--- src/rtl/lb_uart_pkg.sv ---
// Shared constants, state encodings and response helpers for the UART local-bus register slave.
// Optional feature in the top level: LB_WR_STROBE_EN adds per-register write strobes.
package lb_uart_pkg;

    localparam logic [7:0] HDR_REQ = 8'hA5;
    localparam logic [7:0] HDR_RSP = 8'h5A;
    localparam logic [7:0] CMD_WR  = 8'h01;
    localparam logic [7:0] CMD_RD  = 8'h02;
    localparam logic [7:0] RO_BASE = 8'h80;

    typedef enum logic [2:0] {
        ST_IDLE,
        ST_CMD,
        ST_ADDR,
        ST_DATA,
        ST_CHK,
        ST_EXEC,
        ST_RESP
    } lb_state_e;

    typedef enum logic [1:0] {
        RX_IDLE,
        RX_START,
        RX_DATA,
        RX_STOP
    } rx_state_e;

    function automatic logic [7:0] xor_bytes(input logic [31:0] w);
        return w[31:24] ^ w[23:16] ^ w[15:8] ^ w[7:0];
    endfunction

    // Byte idx of a response frame; reads carry four data bytes before the checksum.
    function automatic logic [7:0] rsp_byte(input logic [3:0]  idx,
                                            input logic        is_rd,
                                            input logic [7:0]  cmd,
                                            input logic [7:0]  addr,
                                            input logic [31:0] data);
        logic [7:0] chk;
        logic [7:0] b;
        chk = cmd ^ addr ^ (is_rd ? xor_bytes(data) : 8'h00);
        case (idx)
            4'd0:    b = HDR_RSP;
            4'd1:    b = cmd;
            4'd2:    b = addr;
            4'd3:    b = is_rd ? data[31:24] : chk;
            4'd4:    b = data[23:16];
            4'd5:    b = data[15:8];
            4'd6:    b = data[7:0];
            default: b = chk;
        endcase
        return b;
    endfunction

endpackage

--- src/rtl/lb_uart_phy.sv ---
// UART 8N1 byte engines: synchronised receiver with framing check and transmit serialiser.
module lb_uart_phy
    import lb_uart_pkg::*;
#(
    parameter int DIV = 434
) (
    input  logic       lb_clk,
    input  logic       lb_reset_n,
    input  logic       rx,
    output logic [7:0] rx_byte,
    output logic       rx_valid,
    output logic       rx_ferr,
    input  logic [7:0] tx_byte,
    input  logic       tx_start,
    output logic       tx_busy,
    output logic       tx
);

    localparam int CW = $clog2(DIV + 1);
    localparam logic [CW-1:0] HALF = CW'(DIV / 2 - 1);
    localparam logic [CW-1:0] FULL = CW'(DIV - 1);

    logic            rx_m_q, rx_s_q, rx_p_q;
    rx_state_e       rx_st_q, rx_st_d;
    logic [CW-1:0]   rx_cnt_q, rx_cnt_d;
    logic [2:0]      rx_bit_q, rx_bit_d;
    logic [7:0]      rx_sh_q, rx_sh_d;
    logic            rx_valid_q, rx_valid_d;
    logic            rx_ferr_q, rx_ferr_d;

    logic            tx_q, tx_d;
    logic            busy_q, busy_d;
    logic [CW-1:0]   tx_cnt_q, tx_cnt_d;
    logic [3:0]      tx_nb_q, tx_nb_d;
    logic [8:0]      tx_sh_q, tx_sh_d;

    // NOTE: every signal assigned in always_comb gets a default first, so no latch is inferred.
    always_comb begin
        rx_st_d    = rx_st_q;
        rx_cnt_d   = rx_cnt_q + 1'b1;
        rx_bit_d   = rx_bit_q;
        rx_sh_d    = rx_sh_q;
        rx_valid_d = 1'b0;
        rx_ferr_d  = 1'b0;
        case (rx_st_q)
            RX_IDLE: begin
                rx_cnt_d = '0;
                if (rx_p_q && !rx_s_q) rx_st_d = RX_START;
            end
            RX_START: if (rx_cnt_q == HALF) begin
                rx_cnt_d = '0;
                rx_bit_d = '0;
                rx_st_d  = rx_s_q ? RX_IDLE : RX_DATA;
            end
            RX_DATA: if (rx_cnt_q == FULL) begin
                rx_cnt_d = '0;
                rx_sh_d  = {rx_s_q, rx_sh_q[7:1]};
                rx_bit_d = rx_bit_q + 3'd1;
                if (rx_bit_q == 3'd7) rx_st_d = RX_STOP;
            end
            default: if (rx_cnt_q == FULL) begin
                rx_cnt_d   = '0;
                rx_st_d    = RX_IDLE;
                rx_valid_d = rx_s_q;
                rx_ferr_d  = !rx_s_q;
            end
        endcase
    end

    // Shift register holds data bits then the stop bit; tx_q is the registered line.
    always_comb begin
        tx_d     = tx_q;
        busy_d   = busy_q;
        tx_cnt_d = tx_cnt_q + 1'b1;
        tx_nb_d  = tx_nb_q;
        tx_sh_d  = tx_sh_q;
        if (!busy_q) begin
            tx_cnt_d = '0;
            if (tx_start) begin
                busy_d  = 1'b1;
                tx_d    = 1'b0;
                tx_sh_d = {1'b1, tx_byte};
                tx_nb_d = '0;
            end
        end else if (tx_cnt_q == FULL) begin
            tx_cnt_d = '0;
            if (tx_nb_q == 4'd9) begin
                busy_d = 1'b0;
                tx_d   = 1'b1;
            end else begin
                tx_d    = tx_sh_q[0];
                tx_sh_d = {1'b1, tx_sh_q[8:1]};
                tx_nb_d = tx_nb_q + 4'd1;
            end
        end
    end

    // NOTE: sequential state uses non-blocking assignments only; blocking here would race other flops.
    always_ff @(posedge lb_clk or negedge lb_reset_n) begin
        if (!lb_reset_n) begin
            rx_m_q     <= 1'b1;
            rx_s_q     <= 1'b1;
            rx_p_q     <= 1'b1;
            rx_st_q    <= RX_IDLE;
            rx_cnt_q   <= '0;
            rx_bit_q   <= '0;
            rx_sh_q    <= '0;
            rx_valid_q <= 1'b0;
            rx_ferr_q  <= 1'b0;
            tx_q       <= 1'b1;
            busy_q     <= 1'b0;
            tx_cnt_q   <= '0;
            tx_nb_q    <= '0;
            tx_sh_q    <= '1;
        end else begin
            rx_m_q     <= rx;
            rx_s_q     <= rx_m_q;
            rx_p_q     <= rx_s_q;
            rx_st_q    <= rx_st_d;
            rx_cnt_q   <= rx_cnt_d;
            rx_bit_q   <= rx_bit_d;
            rx_sh_q    <= rx_sh_d;
            rx_valid_q <= rx_valid_d;
            rx_ferr_q  <= rx_ferr_d;
            tx_q       <= tx_d;
            busy_q     <= busy_d;
            tx_cnt_q   <= tx_cnt_d;
            tx_nb_q    <= tx_nb_d;
            tx_sh_q    <= tx_sh_d;
        end
    end

    assign rx_byte  = rx_sh_q;
    assign rx_valid = rx_valid_q;
    assign rx_ferr  = rx_ferr_q;
    assign tx_busy  = busy_q;
    assign tx       = tx_q;

endmodule

--- src/rtl/lb_uart_reg_slave.sv ---
// Local-bus register slave on a UART link: frame parser, RW/RO register bank, response sequencer.
// Define LB_WR_STROBE_EN to add the wr_strobe output (one-cycle pulse per register write).
module lb_uart_reg_slave
    import lb_uart_pkg::*;
#(
    parameter int                 DIV     = 434,
    parameter int                 N_RW    = 16,
    parameter int                 N_RO    = 8,
    parameter logic [N_RW*32-1:0] RW_RST  = '0,
    parameter int                 TO_BITS = 32
) (
    input  logic                lb_clk,
    input  logic                lb_reset_n,
    input  logic                rx,
    output logic                tx,
    output logic                lb_crc_error_n,
    output logic                ubus_identify,
    input  logic [N_RO*32-1:0]  ro_in,
    output logic [N_RW*32-1:0]  rw_out
`ifdef LB_WR_STROBE_EN
    ,
    output logic [N_RW-1:0]     wr_strobe
`endif
);

    localparam int TO_CYC = TO_BITS * DIV;

    logic [7:0]  rx_byte, tx_byte;
    logic        rx_valid, rx_ferr, tx_start, tx_busy;

    lb_state_e   state_q, state_d;
    logic [7:0]  cmd_q, cmd_d, addr_q, addr_d, chk_q, chk_d;
    logic [31:0] data_q, data_d, rsp_data_q, rsp_data_d, to_cnt_q, to_cnt_d;
    logic [1:0]  dcnt_q, dcnt_d;
    logic [3:0]  rsp_idx_q, rsp_idx_d, rsp_len;
    logic        crc_n_q, crc_n_d, ident_q, ident_d, is_rd, mid_frame;
    logic [31:0] rw_q [N_RW];
    logic [31:0] rw_d [N_RW];
    logic [N_RW-1:0] wr_hit;

    lb_uart_phy #(.DIV(DIV)) u_phy (
        .lb_clk    (lb_clk),
        .lb_reset_n(lb_reset_n),
        .rx        (rx),
        .rx_byte   (rx_byte),
        .rx_valid  (rx_valid),
        .rx_ferr   (rx_ferr),
        .tx_byte   (tx_byte),
        .tx_start  (tx_start),
        .tx_busy   (tx_busy),
        .tx        (tx)
    );

    assign is_rd     = (cmd_q == CMD_RD);
    assign rsp_len   = is_rd ? 4'd8 : 4'd4;
    assign tx_byte   = rsp_byte(rsp_idx_q, is_rd, cmd_q, addr_q, rsp_data_q);
    assign mid_frame = (state_q == ST_CMD) || (state_q == ST_ADDR) ||
                       (state_q == ST_DATA) || (state_q == ST_CHK);

    always_comb begin
        state_d    = state_q;
        cmd_d      = cmd_q;
        addr_d     = addr_q;
        chk_d      = chk_q;
        data_d     = data_q;
        dcnt_d     = dcnt_q;
        rsp_idx_d  = rsp_idx_q;
        rsp_data_d = rsp_data_q;
        crc_n_d    = crc_n_q;
        ident_d    = ident_q;
        rw_d       = rw_q;
        wr_hit     = '0;
        tx_start   = 1'b0;
        to_cnt_d   = (mid_frame && !rx_valid) ? to_cnt_q + 32'd1 : 32'd0;

        case (state_q)
            ST_IDLE: if (rx_valid && rx_byte == HDR_REQ) begin
                chk_d   = '0;
                state_d = ST_CMD;
            end
            ST_CMD: if (rx_valid) begin
                cmd_d   = rx_byte;
                chk_d   = chk_q ^ rx_byte;
                state_d = (rx_byte == CMD_WR || rx_byte == CMD_RD) ? ST_ADDR : ST_IDLE;
            end
            ST_ADDR: if (rx_valid) begin
                addr_d  = rx_byte;
                chk_d   = chk_q ^ rx_byte;
                dcnt_d  = '0;
                state_d = (cmd_q == CMD_WR) ? ST_DATA : ST_CHK;
            end
            ST_DATA: if (rx_valid) begin
                data_d = {data_q[23:0], rx_byte};
                chk_d  = chk_q ^ rx_byte;
                dcnt_d = dcnt_q + 2'd1;
                if (dcnt_q == 2'd3) state_d = ST_CHK;
            end
            ST_CHK: if (rx_valid) begin
                crc_n_d = (rx_byte == chk_q);
                if (rx_byte == chk_q) begin
                    ident_d = 1'b1;
                    state_d = ST_EXEC;
                end else begin
                    state_d = ST_IDLE;
                end
            end
            ST_EXEC: begin
                rsp_data_d = '0;
                if (cmd_q == CMD_WR) begin
                    for (int k = 0; k < N_RW; k++) begin
                        if (addr_q == 8'(k)) begin
                            wr_hit[k] = 1'b1;
                            rw_d[k]   = data_q;
                        end
                    end
                end else begin
                    for (int k = 0; k < N_RW; k++)
                        if (addr_q == 8'(k)) rsp_data_d = rw_q[k];
                    for (int k = 0; k < N_RO; k++)
                        if (addr_q == 8'(RO_BASE + k)) rsp_data_d = ro_in[32*k +: 32];
                end
                rsp_idx_d = '0;
                state_d   = ST_RESP;
            end
            default: if (!tx_busy) begin
                // Incoming rx bytes are ignored until the last response byte has left.
                if (rsp_idx_q == rsp_len) begin
                    state_d = ST_IDLE;
                end else begin
                    tx_start  = 1'b1;
                    rsp_idx_d = rsp_idx_q + 4'd1;
                end
            end
        endcase

        if (mid_frame && (rx_ferr || (!rx_valid && to_cnt_q == 32'(TO_CYC - 1))))
            state_d = ST_IDLE;
    end

    always_ff @(posedge lb_clk or negedge lb_reset_n) begin
        if (!lb_reset_n) begin
            state_q    <= ST_IDLE;
            cmd_q      <= '0;
            addr_q     <= '0;
            chk_q      <= '0;
            data_q     <= '0;
            dcnt_q     <= '0;
            to_cnt_q   <= '0;
            rsp_idx_q  <= '0;
            rsp_data_q <= '0;
            crc_n_q    <= 1'b1;
            ident_q    <= 1'b0;
            // NOTE: the register bank is architectural state with a defined reset image, so it is reset here.
            for (int k = 0; k < N_RW; k++) rw_q[k] <= RW_RST[32*k +: 32];
        end else begin
            state_q    <= state_d;
            cmd_q      <= cmd_d;
            addr_q     <= addr_d;
            chk_q      <= chk_d;
            data_q     <= data_d;
            dcnt_q     <= dcnt_d;
            to_cnt_q   <= to_cnt_d;
            rsp_idx_q  <= rsp_idx_d;
            rsp_data_q <= rsp_data_d;
            crc_n_q    <= crc_n_d;
            ident_q    <= ident_d;
            rw_q       <= rw_d;
        end
    end

`ifdef LB_WR_STROBE_EN
    logic [N_RW-1:0] strobe_q;

    always_ff @(posedge lb_clk or negedge lb_reset_n) begin
        if (!lb_reset_n) strobe_q <= '0;
        else             strobe_q <= wr_hit;
    end

    assign wr_strobe = strobe_q;
`endif

    for (genvar k = 0; k < N_RW; k++) begin : g_rw_out
        assign rw_out[32*k +: 32] = rw_q[k];
    end

    assign lb_crc_error_n = crc_n_q;
    assign ubus_identify  = ident_q;

endmodule

--- config.mk ---
export PLATFORM = sky130hd
export DESIGN_NAME = lb_uart_reg_slave
export DESIGN_NICKNAME = d
export VERILOG_FILES = /design/src/rtl/lb_uart_pkg.sv /design/src/rtl/lb_uart_phy.sv /design/src/rtl/lb_uart_reg_slave.sv
export SDC_FILE = /design/constraint.sdc
export NUM_CORES = 1
export LEC_CHECK = 0
export ABC_AREA = 1
export CAP_MARGIN = 10
export CORE_AREA = 4 4 295 297
export CTS_CLUSTER_SIZE = 28
export DETAILED_ROUTE_END_ITERATION = 10
export DIE_AREA = 0 0 299 301
export HOLD_SLACK_MARGIN = 0.12
export PLACE_DENSITY = 0.66
export SLEW_MARGIN = 20
export SYNTH_ARGS = -nofsm -noshare
export SYNTH_HDL_FRONTEND = slang
export SYNTH_HIERARCHICAL = 1
export SYNTH_SLANG_ARGS = --single-unit
--- constraint.sdc ---
create_clock -name lb_clk -period 2.9 [get_ports lb_clk]
set_clock_uncertainty 0.2 [all_clocks]
set_input_delay 0.58 -clock lb_clk [delete_from_list [all_inputs] [get_ports lb_clk]]
set_output_delay 0.58 -clock lb_clk [all_outputs]
set_load 0.05 [all_outputs]
Yosys cells after proc, flatten, opt, wreduce, memory -nomap -nowiden
Index checks and enable logic that the tools add are counted.
W data, S select, Z words.
{ "op_classes": {"shift": 0, "n_eq_ne": 69, "addsub": 7, "order_cmp": 0, "div_mod_pow": 0, "reduce_logical": 56, "n_bitwise": 7, "muxes": 90, "mul": 0} }
{ "ops": {"columns": ["op", "count"], "rows": [
  ["$mux W32", 26],
  ["$eq A8 B8 Y1 const B", 9],
  ["$mux W9", 8],
  ["$reduce_and A3 Y1", 22],
  ["$eq A8 B4 Y1 const B", 8],
  ["$pmux W8 S7", 1],
  ["$xor A8 B8 Y8", 6],
  ["$mux W3", 13],
  ["$add A32 B1 Y32 const B", 1],
  ["$eq A32 B14 Y1 const B", 1],
  ["$eq A8 B2 Y1 const B", 4],
  ["$eq A8 B3 Y1 const B", 4],
  ["$mux W8", 4],
  ["$mux W4", 7],
  ["$eq A8 B1 Y1 const B", 3],
  ["$add A9 B1 Y9 const B", 2],
  ["$eq A9 B9 Y1 const B", 2],
  ["$mux W2", 9],
  ["$pmux W3 S6", 1],
  ["$pmux W9 S2", 1],
  ["$ne A2 B1 Y1 const B", 8],
  ["$pmux W8 S2", 1],
  ["$mux W1", 15],
  ["$ne A3 B1 Y1 const B", 5],
  ["other kinds (39)", 68]
]} }
{ "totals": {"out_inout_bits": 515, "in_bits": 259, "romBits": 0, "ramBits": 0, "memories": 0, "latch_bits": 0, "ff_bits": 694} }

Depth between registers and ports, before layout
Gate-level depths: netlist of run 1.
{ "logic_depth": {"word_depth": 26, "depth_mapped": 23} }

Cells and area by module
Netlist of run 1, hierarchy kept.
{ "by_module_without_submodules": {"columns": ["module", "cells_each", "instances", "area_per_inst_um2"], "rows": [
  ["lb_uart_reg_slave", 4086, 1, 31308.8],
  ["lb_uart_phy", 303, 1, 2508.7]
]} }

Worst setup path after synthesis of run 1
OpenSTA, ideal clock, no wires.
{ "synth_timing": {"kind": "reg-to-reg", "startpoint": "reg to_cnt_q[0]", "endpoint": "reg to_cnt_q[26]", "setup_slack_ns": 0.363, "period_less_slack_ns": 2.537, "t_arrival_ns": 2.221, "setup_ns": 0.117, "required_ns": 2.583, "stages_incl_launch_ff": 21, "path_cell_list": "dfrtp_1 > ha_1 > nand3_2 > nor2_2 > inv_2 > nor2_4 > nand2_2 > nor2_4 > nand2_2 > nor2_2 > nand3_2 > nor3_2 > nand2_2 > nor4_4 > nand2_2 > nor3_2 > nand2_1 > nor2_2 > nand2_1 > nand2_1 > nor2_1"} }
{ "synth_between": {"elab_chain_len": 2} }
{ "synth_rtl": {"columns": ["item", "line", "rtl"], "rows": [
  ["start, declared", "lb_uart_reg_slave.sv:33", "logic [31:0] data_q, data_d, rsp_data_q, rsp_data_d, to_cnt_q, to_cnt_d;"],
  ["start signal, assigned", "lb_uart_reg_slave.sv:162", "to_cnt_q <= to_cnt_d;"],
  ["$add A32 B1 Y32", "lb_uart_reg_slave.sv:74", "to_cnt_d = (mid_frame && !rx_valid) ? to_cnt_q + 32'd1 : 32'd0;"],
  ["$mux W32", "lb_uart_reg_slave.sv:74", null],
  ["net to_cnt_d[26]", "lb_uart_reg_slave.sv:33", null]
]} }
The timed path passes the listed nets, and every way through them passes these cells.
A chain may end at the register's enable or synchronous reset.

Worst setup path in the final report of run 1
{ "layout_timing": {"startpoint": "reg addr_q[0]", "endpoint": "reg rsp_data_q[24]"} }
{ "layout_between": {"elab_chain_len": 26} }
{ "layout_rtl": {"columns": ["item", "line", "rtl"], "rows": [
  ["start, declared", "lb_uart_reg_slave.sv:32", "logic [7:0] cmd_q, cmd_d, addr_q, addr_d, chk_q, chk_d;"],
  ["start signal, assigned", "lb_uart_reg_slave.sv:158", "addr_q <= addr_d;"],
  ["$logic_not A8 Y1", "lb_uart_reg_slave.sv:118", "if (addr_q == 8'(k)) rsp_data_d = rw_q[k];"],
  ["$mux W32 (16 in a row)", "lb_uart_reg_slave.sv:118", null],
  ["$mux W32 (7 in a row)", "lb_uart_reg_slave.sv:120", "if (addr_q == 8'(RO_BASE + k)) rsp_data_d = ro_in[32*k +: 32];"],
  ["$mux W32 (*)", "lb_uart_reg_slave.sv:120", null],
  ["$mux W32 (*)", "lb_uart_reg_slave.sv:109", "if (cmd_q == CMD_WR) begin"],
  ["end signal, assigned", "lb_uart_reg_slave.sv:164", "rsp_data_q <= rsp_data_d;"],
  ["end, declared", "lb_uart_reg_slave.sv:33", null]
]} }
Mark *: on every way between the ends. The rest lies on a longest branch, timed or not.

==> impl_metrics.ini, run 1 <==
[power_and_ir_drop]
leakagePower_nw = 21.3
power_density_mw_per_mm2 = 430
switching_share = 0.226
ir_drop_uv = 421
seqPwrFrac = 0.463
p_sw_mw = 4.76
combPwrFrac = 0.038
clockPowerShare = 0.500
p_int_mw = 16.3

[sta]
drv_slew = 0
finalHoldViolCount = 0
finalSetupViolations = 31
period_minus_slack_ns = 3.21
fmax_ghz = 0.312
timing.final.crit_share = 1.11
slew_headroom = 0.347
timing.hold.ws_ns = 0.159
tightest_slew_ns = 0.978
fin_ws_ns = -0.309
rsz0062_at_grt = yes

[yosys]
synth_cell_types = 52
postSynthAreaPerCell_um2 = 7.71
async_flop_share = 1.00
synth-main-ff-cell = dfrtp_1
ys_seq_elements = 693
syn-num-nets = 4663
netlist_instances = 4389
synth_area_mm2 = 0.0338
ys_seq_area_frac = 0.513
synth_edf_count = 0
yosys_warnings = 6

[cts]
ctsRootBufferMaster = clkbuf_16
cts_max_level = 3
numCtsBuffers = 77
path_clk_slew_ns = 0.06
clock_sinks = 693
clkLatencyLatePin_ns = 0.65
cts_tree = built
clk_path_buf_depth = 3

[drt]
wire_per_inst_um = 24.7
dr_total_vias = 35700
viasPerCell = 5.49
firstDrtPassIters = 6
first_iter_violations = 3701
drt_wl_total_um = 160000
ant_nets = 0
drc = 0

[layout]
layout.cells.non_filler = 6500
mostFrequentLayoutCells = nand2_1, clkdlybuf4s50_1, dfrtp_1
stdcell_area_mm2 = 0.0489
fillers = 7687
syn_to_final_growth_pct = 44.7
final_common_cell = nand2_1
utilization = 0.578
layout-drive-gt1-share = 0.150
nNetsFinal = 5562

[setup_path]
critPathMaxStageDelay_ns = 0.40
cpLargestDelayFamily = simple AND/OR/NAND/NOR gates
startpoint_type = register
cp_slowest_cell = dfrtp_1
crit_path_end_kind = register
crit_chain = inv_2, nand2_4, nor2_4, nand2_4, buf_12, buf_12, buf_8, or2_0, nand2_1, nand4_1, nand2_1, nand4_1, nor2_2, nand4_1, nand2_2, nand4_1, nor3_2, nand4_1, nand2_1, nand2_1
cp-startpoint = addr_q[0]
crit_top_cell = nand4_1
critical_path_class = reg2reg
rr_startpoint = addr_q[0]
crit_buf_inv = 4
critPathRequiredTime_ns = 3.22
cp.arrival_ns = 3.53
critPathMaxFanout = 8

[placement]
gp_congestion = 0.970
place_ws_ns = -0.563
io_buffers = 773
placed_cell_area_mm2 = 0.0445
place_inst = 6291
dp_hpwl_um = 118000

[die]
die_x_um = 299
initial_utilization = 0.400
die_area_mm2 = 0.0900
fp-row-count = 107
die_h_um = 301
io_pins = 774
fp.coreArea_mm2 = 0.0846

[grt]
overflow = 0
grt_pass1_wl_um = 230000
grt_pass1_vias = 34100
antenna_found_initial = 4
grt_max_degree = 95
grt.total_usage = 0.342

[min_path]
worstHoldStart = u_phy/rx_m_q
hp-class = reg2reg

[outcome]
violations = setup timing
status = finished, violations left

[run]
drv_cap = 0
## worst paths after layout
check / slack, ns / cells after the start / endpoint
setup / recovery: -0.31 / 20 / rsp_data_q[24]
hold / removal: 0.16 / 0 / u_phy/rx_s_q
setup reg to reg: -0.31 / 20 / rsp_data_q[24]
hold reg to reg: 0.16 / 0 / u_phy/rx_s_q
max in group asynchronous: 1.19 / 3 / rw_out[85]
min in group asynchronous: 0.32 / 2 / rsp_data_q[10]
## metal layers
metal  vias to the layer above  track usage  share of wire
met3                       482       0.0638          0.087
met5                         -            0              0
met1                     17300        0.452           0.40
met4                         0        0.169          0.061
li1                      16000            -              -
met2                      1857        0.542           0.46
## metrics by stage
step | TNS [ns] | power [mW]
6_report | -5.11 | 21.0
5_1_grt | -9.33 | 21.6
4_1_cts | -4.96 | 21.1
3_3_place_gp | -6.70 | 10.7
3_5_place_dp | -7.93 | 10.7
2_1_floorplan | 0 | 10.0
## flip-flops by register name, summed over array words and instances, names as in the netlist, 9 cells and up
register        flops
data_q             32
rsp_data_q         32
rw_out            512
to_cnt_q           32
u_phy/rx_cnt_q      9
u_phy/tx_cnt_q      9
## cells in the mapped netlist (all sizes together), types with 2 or more instances
master | number | area, um^2
a22o | 3 | 26.3
o2111ai | 3 | 26.3
a221oi | 5 | 43.8
dfrtp | 680 | 17000
clkbuf | 224 | 841
nand2 | 1558 | 5890
a2111oi | 3 | 26.3
or2 | 101 | 632
clkinv | 5 | 23.8
nand4 | 152 | 957
nor3b | 6 | 50.1
a31oi | 2 | 12.5
dfstp | 13 | 342
nand3 | 116 | 596
buf | 18 | 131
o21ai | 616 | 3090
ha | 15 | 188
a21oi | 113 | 566
nand3b | 6 | 45.0
a211oi | 2 | 15.0
nor3 | 67 | 350
nor2 | 290 | 1120
xor2 | 25 | 219
inv | 306 | 1150
o211ai | 4 | 30.0
and3 | 3 | 18.8
nor4 | 21 | 153
xnor2 | 25 | 219
## power by group through the flow
stage	Clock, mW	Combinational [mW]	Sequential [mW]
6_report	10.5	0.792	9.72
5_1_grt	11.0	0.872	9.72
4_1_cts	10.6	0.800	9.72
3_5_place_dp	0	0.793	9.90
3_3_place_gp	0	0.788	9.90
2_1_floorplan	0	0.147	9.89
## worst reg2reg max path: stages, from the launching register on
cell and delay (ns):
dfrtp_1 0.40, inv_2 0.12, nand2_4 0.07, nor2_4 0.11, nand2_4 0.08, buf_12 0.16
buf_12 0.13, buf_8 0.12, or2_0 0.23, nand2_1 0.09, nand4_1 0.08, nand2_1 0.08
nand4_1 0.09, nor2_2 0.18, nand4_1 0.17, nand2_2 0.17, nand4_1 0.15, nor3_2 0.23
nand4_1 0.12, nand2_1 0.08, nand2_1 0.04
## cells by family after synthesis
logic type	Yosys count	synth area share
fa+ha+maj	15	0.00555
compound gates	757	0.115
buf+inv	553	0.0634
flops	693	0.513
xor+xnor	50	0.0129
simple gates	2321	0.290
## final cells by class
class | instances | area [um^2] | share of cell area
clock inverter | 28 | 454 | 0.00928
clock buffer | 111 | 2250 | 0.0459
tap | 1144 | 1430 | 0.0293
multi-input combinational | 3143 | 15300 | 0.313
sequential | 693 | 17400 | 0.355
antenna | 8 | 20.0 | 0.000409
inverter | 311 | 1180 | 0.0242
timing repair buffer | 1062 | 10900 | 0.223
## repair_timing
item                       in CTS  in global routing
gates cloned                    7                  3
setup endpoints to repair      32                 49
pin swaps                      97                155
gates resized for setup       155                161
hold endpoints to repair       37                  0
buffers inserted               36                 19
hold buffers                    1                  0
No activity file was read; power rests on OpenSTA's default activity.
==> run 2, diff against run 1 <==
Settings changed: CORE_AREA 4 4 295 297 to 4 4 296 298, CTS_CLUSTER_DIAMETER from default to 120, DIE_AREA 0 0 299 301 to 0 0 300 302.
==> impl_metrics.ini, run 2 (synthesis results as in run 1) <==
[power_and_ir_drop]
combPwrFrac = 0.051
p_sw_mw = 3.69
p_int_mw = 12.0
seqPwrFrac = 0.618
switching_share = 0.234
clockPowerShare = 0.331
ir_drop_uv = 514
power_density_mw_per_mm2 = 335
leakagePower_nw = 20.4

[setup_path]
crit_chain = nor2_2, nand2_2, buf_6, buf_6, nor2_4, buf_12, buf_12, nand2_4, nand3_4, nand2_4, nand4_1, nor2_1, nand4_1, nor2_2, nand4_1, nand2_1, nand4_1, nand2_1, nand3_1, nand2_1, nand2_1, nand2_2, nand2_2
crit_buf_inv = 4
endpoint = rsp_data_q[11]
cp.depth = 23
cp_slowest_cell = dfrtp_1
worst-r2r-setup-slack_ns = -0.38
cp.arrival_ns = 3.63
cpLargestDelayFamily = simple AND/OR/NAND/NOR gates
critPathMaxFanout = 5
critical_path_class = reg2reg
critPathRequiredTime_ns = 3.25
r2r_end = rsp_data_q[11]
startpoint_type = register
crit_path_end_kind = register
critPathMaxStageDelay_ns = 0.38
cp-startpoint = addr_q[7]
reg2regPathDepth = 23
rr_startpoint = addr_q[7]

[grt]
grt.total_usage = 0.335
grt_max_degree = 65
overflow = 0
antenna_found_initial = 9
grt_pass1_wl_um = 227000
grt_pass1_vias = 33100

[placement]
io_buffers = 773
dp_hpwl_um = 121000
place_ws_ns = -0.810
gp_congestion = 0.998

[sta]
rsz0062_at_grt = yes
timing.final.crit_share = 1.13
period_minus_slack_ns = 3.28
slew_headroom = 0.359
fin_ws_ns = -0.381
tns_ns = -5.81
finalHoldViolCount = 0
tightest_slew_ns = 0.960
fmax_ghz = 0.305
finalSetupViolations = 32
drv_slew = 0

[cts]
ctsRootBufferMaster = clkbuf_16
numCtsBuffers = 29
path_clk_slew_ns = 0.12
clk_path_buf_depth = 3
cts_max_level = 1
cts_tree = built
clkLatencyLatePin_ns = 0.65
clock_sinks = 693

[run]
drv_cap = 0

[drt]
drc = 0
drt_wl_total_um = 158000
wire_per_inst_um = 24.7
ant_nets = 0
viasPerCell = 5.46
first_iter_violations = 3888
firstDrtPassIters = 7
dr_total_vias = 35000

[layout]
syn_to_final_growth_pct = 38.6
mostFrequentLayoutCells = nand2_1, clkdlybuf4s50_1, dfrtp_1
largest_reg_flops = 512
final_common_cell = nand2_1
layout-drive-gt1-share = 0.131
nNetsFinal = 5510

[die]
fp-row-count = 107
die_h_um = 302
io_pins = 774
die_area_mm2 = 0.0906
initial_utilization = 0.398
die_x_um = 300
fp.coreArea_mm2 = 0.0849

[min_path]
hp-class = reg2reg

[outcome]
status = finished, violations left
violations = setup timing
==> run 2: cell types whose count changed in the layout (fill, tap and decap cells not counted), moves of 14 or more <==
cell	previous run	this run
nand2_1	1427	1442
clkbuf_16	81	29
buf_12	59	45
nand2_2	120	97
clkbuf_8	17	0
==> run 2: stage by stage <==
step	utilization	hold WS, ns	std cells	area, um^2	power, mW
finish	0.552	0.165	6409	46900	15.7
floorplan	-	0.0844	4389	33800	10.0
global placement	0.524	0.148	6292	44400	10.7
detailed placement	0.524	0.149	6292	44400	10.7
CTS	0.547	0.166	6388	46400	15.8
global route	0.552	0.169	6408	46900	16.2
==> run 2: final cells by class <==
cell class | count | area, um^2
antenna | 6 | 15.0
clock inverter | 3 | 50.0
fill | 7934 | 38000
sequential | 693 | 17400
tap | 1144 | 1430
timing repair buffer | 1058 | 10700
inverter | 311 | 1180
clock buffer | 51 | 808
multi-input combinational | 3143 | 15300
==> run 2: metal layers <==
layer,part of all wire,up-vias,GRT usage
met2,0.46,1759,0.542
li1,-,15800,-
met4,0.054,8,0.148
met5,0.00035,-,0
met3,0.086,350,0.0637
met1,0.39,17100,0.441
==> run 2: worst min path at each step <==
| stage | depth (start not counted) | from | slack (ns) | endpoint |
|---|---|---|---|---|
| after global routing | 0 | u_phy/rx_m_q | 0.17 | u_phy/rx_s_q |
| after floorplan | 0 | lb_reset_n | 0.08 | addr_q[0] |
| after CTS | 0 | u_phy/rx_m_q | 0.17 | u_phy/rx_s_q |
| after detailed placement | 0 | u_phy/rx_m_q | 0.15 | u_phy/rx_s_q |
| final | 0 | u_phy/rx_m_q | 0.17 | u_phy/rx_s_q |
| after global placement | 0 | u_phy/rx_m_q | 0.15 | u_phy/rx_s_q |
==> run 2: timing repair <==
| action | in CTS | in global routing |
|---|---|---|
| hold buffers | 2 | 0 |
| buffers inserted | 40 | 22 |
| resized for setup | 223 | 95 |
| pin swaps | 134 | 130 |
| setup endpoints to repair | 36 | 70 |
| gates cloned | 1 | 0 |
| endpoints found under the hold margin | 374 | 0 |
==> run 2: power groups by stage <==
stage	clock (mW)	combinational, mW	sequential [mW]
detailed placement	0	0.807	9.90
floorplan	0	0.147	9.89
global placement	0	0.806	9.90
finish	5.20	0.805	9.71
global route	5.57	0.890	9.72
CTS	5.27	0.815	9.71
==> run 2: worst reg2reg max path: stages, from the launching register on <==
cell	delay (ns)
dfrtp_1	0.38
nor2_2	0.05
nand2_2	0.13
buf_6	0.14
buf_6	0.10
nor2_4	0.05
buf_12	0.14
buf_12	0.12
nand2_4	0.05
nand3_4	0.08
nand2_4	0.08
nand4_1	0.07
nor2_1	0.09
nand4_1	0.25
nor2_2	0.22
nand4_1	0.21
nand2_1	0.17
nand4_1	0.17
nand2_1	0.15
nand3_1	0.08
nand2_1	0.07
nand2_1	0.06
nand2_2	0.08
nand2_2	0.05
